$ cat src/rtl/rx_deser_fifo_if.sv
// Bus bundle between the serial front end / consumer and rx_deser_fifo.
// slave = deserializer side, master = line driver and consumer side.
interface rx_deser_fifo_if #(
  parameter int DATA_W     = 8,
  parameter int FIFO_DEPTH = 4
);
  logic                          strt_beg;
  logic                          d;
  logic                          rx_err;
  logic [1:0]                    parity_mode;
  logic [DATA_W-1:0]             data;
  logic                          data_valid;
  logic                          data_ready;
  logic                          parity_error;
  logic                          frame_drop;
  logic                          overflow;
  logic [$clog2(FIFO_DEPTH):0]   fifo_count;

  modport slave (
    input  strt_beg, d, rx_err, parity_mode, data_ready,
    output data, data_valid, parity_error, frame_drop, overflow, fifo_count
  );

  modport master (
    output strt_beg, d, rx_err, parity_mode, data_ready,
    input  data, data_valid, parity_error, frame_drop, overflow, fifo_count
  );
endinterface

$ cat src/rtl/rx_deser_fifo.sv
// Serial frame deserializer with parity/error screening feeding a FWFT FIFO.
// Optional saturating error counters are enabled with the RX_ERR_CNT_EN macro.
module rx_deser_fifo #(
  parameter int DATA_W     = 8,
  parameter int FIFO_DEPTH = 4
) (
  input  logic clk,
  input  logic rst,
  rx_deser_fifo_if.slave bus
`ifdef RX_ERR_CNT_EN
  ,
  output logic [7:0] parity_err_cnt,
  output logic [7:0] overflow_cnt
`endif
);

  localparam int PTR_W = (FIFO_DEPTH > 1) ? $clog2(FIFO_DEPTH) : 1;
  localparam int CNT_W = $clog2(FIFO_DEPTH) + 1;
  localparam int IDX_W = $clog2(DATA_W);

  typedef enum logic [1:0] {IDLE, DATA, PAR, COMMIT} state_t;

  state_t             state_reg, state_next;
  logic [DATA_W-1:0]  shreg_reg, shreg_next;
  logic [IDX_W-1:0]   idx_reg, idx_next;
  logic [1:0]         mode_reg, mode_next;
  logic               err_reg, err_next;
  logic               par_bit_reg, par_bit_next;

  logic               parity_error_reg, parity_error_next;
  logic               frame_drop_reg, frame_drop_next;
  logic               overflow_reg, overflow_next;

  logic [DATA_W-1:0]  mem [FIFO_DEPTH];
  logic [PTR_W-1:0]   wr_ptr_reg, rd_ptr_reg;
  logic [CNT_W-1:0]   count_reg, count_next;

  logic               par_en;
  logic               par_ok;
  logic               full;
  logic               pop;
  logic               push;
  logic               valid;

  assign par_en = (mode_reg == 2'b01) || (mode_reg == 2'b10);
  assign valid  = (count_reg != '0);
  assign full   = (count_reg == CNT_W'(FIFO_DEPTH));
  assign pop    = valid && bus.data_ready;

  always_comb begin
    par_ok = 1'b1;
    case (mode_reg)
      2'b01:   par_ok = (par_bit_reg == (^shreg_reg));
      2'b10:   par_ok = (par_bit_reg == (~^shreg_reg));
      default: par_ok = 1'b1;
    endcase
  end

  // Frame assembly: bits arrive LSB first, so a right shift leaves bit 0 at the bottom.
  always_comb begin
    state_next        = state_reg;
    shreg_next        = shreg_reg;
    idx_next          = idx_reg;
    mode_next         = mode_reg;
    err_next          = err_reg;
    par_bit_next      = par_bit_reg;
    parity_error_next = 1'b0;
    frame_drop_next   = 1'b0;
    overflow_next     = 1'b0;
    push              = 1'b0;
    case (state_reg)
      IDLE: begin
        if (bus.strt_beg) begin
          shreg_next = {bus.d, shreg_reg[DATA_W-1:1]};
          idx_next   = IDX_W'(1);
          mode_next  = bus.parity_mode;
          err_next   = bus.rx_err;
          state_next = DATA;
        end
      end
      DATA: begin
        if (bus.strt_beg) begin
          shreg_next = {bus.d, shreg_reg[DATA_W-1:1]};
          err_next   = err_reg | bus.rx_err;
          idx_next   = idx_reg + IDX_W'(1);
          if (idx_reg == IDX_W'(DATA_W - 1)) begin
            state_next = par_en ? PAR : COMMIT;
          end
        end
      end
      PAR: begin
        if (bus.strt_beg) begin
          par_bit_next = bus.d;
          err_next     = err_reg | bus.rx_err;
          state_next   = COMMIT;
        end
      end
      COMMIT: begin
        state_next = IDLE;
        if (err_reg) begin
          frame_drop_next = 1'b1;
        end else if (!par_ok) begin
          parity_error_next = 1'b1;
        end else if (full && !pop) begin
          overflow_next = 1'b1;
        end else begin
          push = 1'b1;
        end
      end
      default: state_next = IDLE;
    endcase
  end

  always_ff @(posedge clk) begin
    if (rst) begin
      state_reg        <= IDLE;
      shreg_reg        <= '0;
      idx_reg          <= '0;
      mode_reg         <= '0;
      err_reg          <= 1'b0;
      par_bit_reg      <= 1'b0;
      parity_error_reg <= 1'b0;
      frame_drop_reg   <= 1'b0;
      overflow_reg     <= 1'b0;
    end else begin
      state_reg        <= state_next;
      shreg_reg        <= shreg_next;
      idx_reg          <= idx_next;
      mode_reg         <= mode_next;
      err_reg          <= err_next;
      par_bit_reg      <= par_bit_next;
      parity_error_reg <= parity_error_next;
      frame_drop_reg   <= frame_drop_next;
      overflow_reg     <= overflow_next;
    end
  end

  always_comb begin
    count_next = count_reg;
    case ({push, pop})
      2'b10:   count_next = count_reg + CNT_W'(1);
      2'b01:   count_next = count_reg - CNT_W'(1);
      default: count_next = count_reg;
    endcase
  end

  // Storage carries no reset; pointer and count reset make stale words unreachable.
  always_ff @(posedge clk) begin
    if (push) begin
      mem[wr_ptr_reg] <= shreg_reg;
    end
  end

  always_ff @(posedge clk) begin
    if (rst) begin
      wr_ptr_reg <= '0;
      rd_ptr_reg <= '0;
      count_reg  <= '0;
    end else begin
      if (push) begin
        wr_ptr_reg <= PTR_W'((32'(wr_ptr_reg) + 1) % FIFO_DEPTH);
      end
      if (pop) begin
        rd_ptr_reg <= PTR_W'((32'(rd_ptr_reg) + 1) % FIFO_DEPTH);
      end
      count_reg <= count_next;
    end
  end

  // First-word fall-through: head word is read asynchronously and masked while empty.
  assign bus.data         = valid ? mem[rd_ptr_reg] : '0;
  assign bus.data_valid   = valid;
  assign bus.fifo_count   = count_reg;
  assign bus.parity_error = parity_error_reg;
  assign bus.frame_drop   = frame_drop_reg;
  assign bus.overflow     = overflow_reg;

`ifdef RX_ERR_CNT_EN
  logic [7:0] parity_err_cnt_reg;
  logic [7:0] overflow_cnt_reg;

  always_ff @(posedge clk) begin
    if (rst) begin
      parity_err_cnt_reg <= '0;
      overflow_cnt_reg   <= '0;
    end else begin
      if (parity_error_next && (parity_err_cnt_reg != 8'hFF)) begin
        parity_err_cnt_reg <= parity_err_cnt_reg + 8'd1;
      end
      if (overflow_next && (overflow_cnt_reg != 8'hFF)) begin
        overflow_cnt_reg <= overflow_cnt_reg + 8'd1;
      end
    end
  end

  assign parity_err_cnt = parity_err_cnt_reg;
  assign overflow_cnt   = overflow_cnt_reg;
`endif

endmodule

$ cat src/flat_wrapper.sv
// flat-port wrapper written by rule: the top's interface ports become plain ports
module rx_deser_fifo_flat 
#(
  parameter int DATA_W     = 8,
  parameter int FIFO_DEPTH = 4
)
  (clk, rst, bus_strt_beg, bus_d, bus_rx_err, bus_parity_mode, bus_data_ready, bus_data, bus_data_valid, bus_parity_error, bus_frame_drop, bus_overflow, bus_fifo_count);
  rx_deser_fifo_if #(.DATA_W(DATA_W), .FIFO_DEPTH(FIFO_DEPTH)) bus_i ();
  input  logic clk;
  input  logic rst;
  input wire logic [$bits(bus_i.strt_beg)-1:0] bus_strt_beg;
  input wire logic [$bits(bus_i.d)-1:0] bus_d;
  input wire logic [$bits(bus_i.rx_err)-1:0] bus_rx_err;
  input wire logic [$bits(bus_i.parity_mode)-1:0] bus_parity_mode;
  input wire logic [$bits(bus_i.data_ready)-1:0] bus_data_ready;
  output wire logic [$bits(bus_i.data)-1:0] bus_data;
  output wire logic [$bits(bus_i.data_valid)-1:0] bus_data_valid;
  output wire logic [$bits(bus_i.parity_error)-1:0] bus_parity_error;
  output wire logic [$bits(bus_i.frame_drop)-1:0] bus_frame_drop;
  output wire logic [$bits(bus_i.overflow)-1:0] bus_overflow;
  output wire logic [$bits(bus_i.fifo_count)-1:0] bus_fifo_count;
  assign bus_i.strt_beg = bus_strt_beg;
  assign bus_i.d = bus_d;
  assign bus_i.rx_err = bus_rx_err;
  assign bus_i.parity_mode = bus_parity_mode;
  assign bus_i.data_ready = bus_data_ready;
  assign bus_data = bus_i.data;
  assign bus_data_valid = bus_i.data_valid;
  assign bus_parity_error = bus_i.parity_error;
  assign bus_frame_drop = bus_i.frame_drop;
  assign bus_overflow = bus_i.overflow;
  assign bus_fifo_count = bus_i.fifo_count;
  rx_deser_fifo #(.DATA_W(DATA_W), .FIFO_DEPTH(FIFO_DEPTH)) u_core (.clk(clk), .rst(rst), .bus(bus_i));
endmodule
$ cat config.mk
export PLATFORM = sky130hd
export DESIGN_NAME = rx_deser_fifo_flat
export DESIGN_NICKNAME = d
export VERILOG_FILES = /design/src/rtl/rx_deser_fifo_if.sv /design/src/rtl/rx_deser_fifo.sv /design/src/flat_wrapper.sv
export SDC_FILE = /design/constraint.sdc
export NUM_CORES = 1
export LEC_CHECK = 0
export CAP_MARGIN = 40
export CORE_UTILIZATION = 51
export DETAILED_ROUTE_END_ITERATION = 7
export MAX_ROUTING_LAYER = met4
export PLACE_DENSITY = 0.8
export REMOVE_ABC_BUFFERS = 1
export SLEW_MARGIN = 20
export SYNTH_ARGS = -nofsm -noshare
export SYNTH_HDL_FRONTEND = slang
export SYNTH_SLANG_ARGS = --single-unit
$ cat constraint.sdc
create_clock -name clk -period 2.61 [get_ports clk]
set_input_delay 0.261 -clock clk [delete_from_list [all_inputs] [get_ports clk]]
set_output_delay 0.261 -clock clk [all_outputs]
set_load 0.03 [all_outputs]
==> results of run 1 <==
## placed cells by master, fill, tap and decap left out, types with 2 or more instances in the layout
cell | Yosys | final
and2_1 | 9 | 9
nor3_1 | 2 | 2
or3_1 | 2 | 2
xnor2_2 | 2 | 3
dfxtp_1 | 29 | 29
nor2b_1 | 2 | 2
xnor2_1 | 3 | 2
nand2b_1 | 2 | 2
clkbuf_8 | 0 | 10
a21oi_1 | 17 | 17
buf_4 | 0 | 17
o21ai_0 | 4 | 4
inv_1 | 12 | 12
clkdlybuf4s50_1 | 0 | 22
and3b_1 | 3 | 3
clkinv_2 | 0 | 4
xor2_1 | 5 | 5
ha_1 | 13 | 12
nand3_1 | 3 | 3
nor2_1 | 17 | 17
mux4_2 | 8 | 8
o31ai_1 | 2 | 2
mux2i_1 | 2 | 2
a32oi_1 | 2 | 2
edfxtp_1 | 32 | 32
nand2_1 | 23 | 23
## report_power, final
part,total (mW),internal [mW],leakage [nW],switching [mW]
registers,1.13,1.07,0.539,0.0546
clock network,0.803,0.460,0.103,0.343
logic,0.730,0.327,0.567,0.404
## metrics by stage
stage          setup TNS (ns)  utilization [%]  instances  instance area (um2)  hold slack (ns)
2_1_floorplan          -0.131                -        207                 2630            0.330
3_3_place_gp           -0.101             62.8        313                 3060            0.446
3_5_place_dp           -0.173             62.8        313                 3060            0.448
4_1_cts                     0             66.9        329                 3270            0.458
5_1_grt                -0.129             66.9        329                 3270            0.487
6_report                    0             66.9        329                 3270            0.456
## what timing repair did
| item | 4_1_cts | 5_1_grt |
|---|---|---|
| setup buffers | 0 | 0 |
| resized for setup | 3 | 0 |
| endpoints found under the setup margin | 1 | 1 |
| pin swaps | 3 | 0 |
## worst max-delay path, stage by stage (launching register included)
cell	delay [ns]
dfxtp_1	0.33
inv_1	0.04
ha_1	0.21
xnor2_2	0.13
xnor3_2	0.29
xor2_2	0.18
o21ai_4	0.14
ha_2	0.19
inv_1	0.05
fa_2	0.33
xor2_1	0.15
or3_1	0.32
a21oi_1	0.13
## worst paths after layout
kind | start | to | slack [ns]
hold reg to reg | u_core.mode_reg[0] | u_core.mode_reg[0] | 0.46
setup reg to reg | u_core.mode_reg[0] | u_core.bus.fifo_count[2] | 0.04
setup / recovery | u_core.mode_reg[0] | u_core.bus.fifo_count[2] | 0.04
hold / removal | u_core.mode_reg[0] | u_core.mode_reg[0] | 0.46
## per-layer routing
layer	up-vias	share of wire (%)	routed length (um)
met5	-	0	0
met1	806	45	1960
li1	839	-	-
met2	32	49	2170
met3	10	3.3	147
met4	0	2.6	115
## cell type report
type                       instances  area (um2)
fill                             392        1610
sequential                        61        1540
multi-input combinational        134        1060
timing repair buffer              39         348
clock buffer                      11         141
tap                               67        83.8
clock inverter                     5        50.0
inverter                          12        45.0
## cells by family after synthesis
logic type | share of synthesized area, %
xor gates and xnor gates | 5.34
AOI/OAI and AO/OA | 7.17
DFF | 57.7
and+or+nand+nor | 12.3
adders and majority gates | 6.84
buffers and inverters | 3.14
muxes | 7.50
==> metrics.md, run 1 <==
| Metric | Value |
|---|---|
| Clk Latency, worst-skew pair | 0.33 ns |
| Register area share after synthesis | 57.7% |
| Crit Path Max Fanout | 2 |
| Number of flip-flops in the largest register | 32 |
| Initial Util | 54.7% |
| Crit end category | flip-flop |
| Drt pass-1 iters | 4 |
| Vias post-DR | 1687 |
| Yosys cell types | 37 |
| Routed vias/inst | 5.13 |
| Synth top area cells | edfxtp_1 (36%), dfxtp_1 (22%), mux4_2 (6.7%), ha_1 (6.1%), nand2_1 (3.2%) |
| Layout cells sized above 1 | 18.7% |
| Area Overhead vs Synth | 22.4% |
| Post-synth top area share | 36.0% |
| Max Cap Viol | 0 |
| CTS Root Buffer Type | clkbuf_8 |
| Post-Syn Instances | 217 |
| Die height | 74.4 um |
| Fin nets | 279 |
| GR Util met3 | 4.47% |
| Fin. Hold Viols | 0 |
| Worst Hold Class | flip-flop to flip-flop |
| Post-synth top cells | edfxtp_1 (32), dfxtp_1 (29), nand2_1 (23) |
| Pwr Total | 2.66 mW |
| Slew Viols, Final | 0 |
| Clock sink total | 61 |
| Area leader, netlist | edfxtp_1 |
| Status | finished, final reports clean |
| Actual slew at the worst max-slew pin | 0.698 ns |
| WHS Path Cells | 2 |
| Core Rows | 25 |
| DRC | 0 |
| Main synth FF type | edfxtp_1 |
| CTS tree | done |
| H-tree levels | 3 |
| Maximum vdd ir drop | 0.000540 V |
| Met2 usage | 31.2% |
| Pwr dens | 815 nW/um2 |
| Drt total wl | 4390 um |
| Worst clock skew | 0.00399 ns |
| Synthesized area | 2670 um2 |
| Largest net degree at the start of global routing | 28 |
| Synthesized area per cell | 12.3 um2 |
| RSZ-0062 raised after global routing | true |
| Gp weighted congestion | 0.716 |
| Dpl hpwl | 3050 um |
| Slew HR | 53.2% |
| Total GRT Usage | 19.4% |
| Number of diodes | 0 |
| First-pass GRT wire length | 7300 um |
| Number of I/O pins | 23 |
| F_max | 389 MHz |
| R2r worst-path depth | 12 |
| Initial antenna violation count | 0 |
| 1st-iter DRT viols | 122 |
| Worst slack, placed | -0.173 ns |
| Async set-reset flop share out of synthesis | 0% |
| Slack of the critical path | 0.0407 ns |
| Worst EP arrival | 2.83 ns |
| Post-synth EDFFs | 32 |
| Synth Register Bits | 61 |
| Vias in the first global route | 1625 |
| Port bufs | 22 |
| Critical Path RT | 2.87 ns |
| CTS Buf Count | 9 |
| Core ar. | 4880 um2 |
| Reg clk slew, reported paths | 0.06 ns |
| Leading cell type by number of instances after synthesis | edfxtp_1 |
| Endpoints failing setup | 0 |
| M1 GR Usage | 21.2% |
| Die area | 5530 um2 |
| Bufs on Longest Clock Path | 2 |
| CP Launch Type | flip-flop |
| DIE WIDTH | 74.4 um |
| Grt total ovfl | 0 |
| Gr busiest metal | met2 |
| Routed Antenna Nets | 0 |
| Synth Warn # | 0 |
| Routed WL per cell | 13.3 um |
| Post-CTS Hold Fix Bufs | 0 |
| Final period util | 98.4% |
| Leak | 1.21 nW |
| WS Path Type | flip-flop to flip-flop |
| Fin crit period | 2.57 ns |
Note: power is estimated with default switching activity, not from simulation.
==> run 2, diff against run 1 <==
ABC_AREA = 1   (was not set)
PLACE_DENSITY = 0.79   (was 0.8)
==> metrics.md, run 2 <==
| Metric | Value |
|---|---|
| Status | finished, final reports clean |
| Reg2reg start | u_core.mode_reg[0] |
| Finished Cell Area | 3230 um2 (-1.1%) |
| WS Path Type | flip-flop to flip-flop |
| Commonest cells after routing, fill and taps aside | nor2_1 (45), nand2_1 (38), inv_1 (35) |
| Port bufs | 22 (unchanged) |
| Async set-reset flop share out of synthesis | 0% (unchanged) |
| Initial antenna violation count | 0 (unchanged) |
| Fin crit period | 2.36 ns (-0.207 ns) |
| Gp weighted congestion | 0.711 (-0.73%) |
| Synthesized area per cell | 9.23 um2 (-25%) |
| Adder-cell area share of the yosys netlist | 6.68% (-0.16 points) |
| Slew HR | 65.6% (+12 points) |
| Minimum hold slack | 0.465 ns (+0.00826 ns) |
| Fin. Hold Viols | 0 (unchanged) |
| Bufs on Longest Clock Path | 2 (unchanged) |
| F_max | 423 MHz (+8.8%) |
| Post-synth top cells | nor2_1 (45), nand2_1 (38), inv_1 (35) |
| Number of flip-flops in the largest register | 32 (unchanged) |
| Placed cell areas | 3030 um2 (-1.2%) |
| CTS tree | done |
| H-tree levels | 3 (unchanged) |
| Number of I/O pins | 23 (unchanged) |
| Crit-path cells | inv_1, ha_1, inv_1, nand2_1, nand2_1, nand2_2, nand3_1, nand2_1, nand2_2, nand3_4, nand2_4, ha_1, inv_1, fa_1, a21oi_1, o21ai_1, o21ai_1, a21oi_1 |
| Core ar. | 5140 um2 (+5.3%) |
| Crit path largest cell delay | 0.38 ns (+0.05 ns) |
| Setup_tns | 0 ns (unchanged) |
| Vias post-DR | 1973 (+17%) |
| Area Overhead vs Synth | 18.2% |
| Vias in the first global route | 1740 (+7.1%) |
| CTS Root Buffer Type | clkbuf_8 |
| Setup crit start | u_core.mode_reg[0] |
| Worst EP arrival | 2.58 ns (-0.25 ns) |
| Footprint of the multi-input gates | 1010 um2 (-4.4%) |
| Hold_sp | u_core.idx_reg[1] |
| Final period util | 90.5% (-7.9 points) |
| Compound-Gate Fraction of Synth Area | 12.8% (+5.7 points) |
| Maximum vdd ir drop | 0.000462 V (-14%) |
| Critical Path RT | 2.83 ns (-0.04 ns) |
| First-pass GRT wire length | 7800 um (+6.8%) |
| R2R Setup Slk | 0.25 ns (+0.21 ns) |
| Fillers | 465 (+19%) |
| Worst clock skew | 0.00936 ns (+0.00537 ns) |
| Largest family of logic cells by synthesized area | simple AND/OR/NAND/NOR gates |
| Worst slack, placed | 0.140 ns (+0.314 ns) |
| Pwr dens | 940 nW/um2 (+15%) |
| Yosys cell types | 30 (-19%) |
| Number of diodes | 0 (unchanged) |
| Dpl hpwl | 3330 um (+9.0%) |
| Crit Path Max Fanout | 4 (+2) |
| Actual slew at the worst max-slew pin | 0.515 ns (-0.182 ns) |
| Clk Latency, worst-skew pair | 0.34 ns (about the same) |
| Final core occ | 62.8% (-4.1 points) |
| Worst Hold Class | flip-flop to flip-flop |
| CP Launch Type | flip-flop |
| Synth top area cells | edfxtp_1 (35%), dfxtp_1 (21%), nor2_1 (6.2%), ha_1 (6.0%), o21ai_0 (5.9%) |
| Family with the most delay on the worst path | adder cells |
| Drt pass-1 iters | 4 (unchanged) |
| Reg clk slew, reported paths | 0.06 ns (about the same) |
| Die height | 75.2 um (+1.1%) |
| Initial Util | 53.2% (-1.6 points) |
| Leak | 1.24 nW (+2.3%) |
| Post-Synth XOR/XNOR Area | 0.641% (-4.7 points) |
| Post-Syn Instances | 296 (+36%) |
| Synth Warn # | 0 (unchanged) |
| CTS Buf Count | 9 (unchanged) |
| DIE WIDTH | 75.2 um (+1.1%) |
| DRC | 0 (unchanged) |
| Post-Place Cells | 383 (+22%) |
| 1st-iter DRT viols | 114 (-6.6%) |
| Slack of the critical path | 0.248 ns (+0.207 ns) |
| Synth Register Bits | 61 (unchanged) |
| Mux contribution to synthesized area | 0% (-7.5 points) |
| Routed vias/inst | 4.91 (-4.3%) |
| Register area share after synthesis | 56.4% (-1.3 points) |
| Post-synth top area share | 35.2% (-0.82 points) |
| Die area | 5660 um2 (+2.3%) |
| Fin nets | 349 (+25%) |
| Clock sink total | 61 (unchanged) |
| Post-CTS Hold Fix Bufs | 0 (unchanged) |
| Leading cell type by number of instances after synthesis | nor2_1 |
| Max Cap Viol | 0 (unchanged) |
| Register Area | 1540 um2 (unchanged) |
| Core Rows | 26 (+4.0%) |
| CP max-delay cell | fa_1 |
| Drt total wl | 5010 um (+14%) |
| Main synth FF type | edfxtp_1 |
| Simple-Gate Fraction of Synth Area | 16.8% (+4.6 points) |
| Layout cells sized above 1 | 9.64% (-9.1 points) |
| Routed WL per cell | 12.5 um (-6.7%) |
| Area leader, netlist | edfxtp_1 |
| Post-synth EDFFs | 32 (unchanged) |
| Crit end category | flip-flop |
| Fin cells | 402 (+22%) |
| RSZ-0062 raised after global routing | false |
| Slew Viols, Final | 0 (unchanged) |
| Worst path bufs/invs | 3 (+1) |
| Grt total ovfl | 0 (unchanged) |
| Endpoints failing setup | 0 (unchanged) |
| Commonest non-fill, non-tap cell in the layout | nor2_1 |
| Routed Antenna Nets | 0 (unchanged) |
| Largest net degree at the start of global routing | 18 (-36%) |
| Total GRT Usage | 20.1% (+0.69 points) |
| Pwr Total | 3.04 mW (+14%) |
| Synthesized area | 2730 um2 (+2.3%) |
-- run 2: cell count changes after synthesis, moves of 7 or more --
cell	change
inv_1	+23
o21ai_0	+28
mux4_2	-8
a21oi_1	+14
and2_1	-9
nand2_1	+15
nor2_1	+28
clkbuf_1	-7
-- run 2: cell families after synthesis --
logic type,after synthesis
AO/OA/AOI/OAI,68
adder cells (fa/ha/maj),14
flip-flops,61
XOR/XNOR,2
buffers and inverters,46
AND/OR/NAND/NOR,105
-- run 2: worst reg2reg max path: cells and delay by family, from the launching register on --
family	cells	cell delay, ns
adder cells (fa/ha/maj)	3	0.73
AND/OR/NAND/NOR	8	0.57
AO/OA/AOI/OAI	4	0.42
flip-flops	1	0.31
buffers and inverters	3	0.19
-- run 2: path summary, 6_finish.rpt --
check / end / cells past startpoint
worst max-delay path: u_core.bus.fifo_count[2] / 18
worst min-delay path: u_core.idx_reg[1] / 2
worst max register to register: u_core.bus.fifo_count[2] / 18
worst min register to register: u_core.idx_reg[1] / 2
-- run 2: per-layer routing --
| metal | global-route usage (%) | share of wire, % |
|---|---|---|
| met2 | 32.2 | 48 |
| met3 | 7.23 | 5.1 |
| met5 | - | 0 |
| met1 | 23.4 | 46 |
| met4 | 7.00 | 0.78 |
-- run 2: where the power goes --
part / internal [mW] / switching [mW]
sequential: 1.17 / 0.131
combinational: 0.355 / 0.604
clock: 0.429 / 0.347
-- run 2: cell type report --
class	count	area share (%)
clock buffer	10	3.95
multi-input combinational	189	31.3
clock inverter	6	1.67
sequential	61	47.7
timing repair buffer	28	8.21
tap	70	2.71
inverter	38	4.42
-- run 2: timing repair --
item | CTS | global route
gates resized for setup | 0 | 2
hold endpoints to repair | 0 | 0
setup endpoints to repair | 0 | 1
setup buffers | 0 | 3
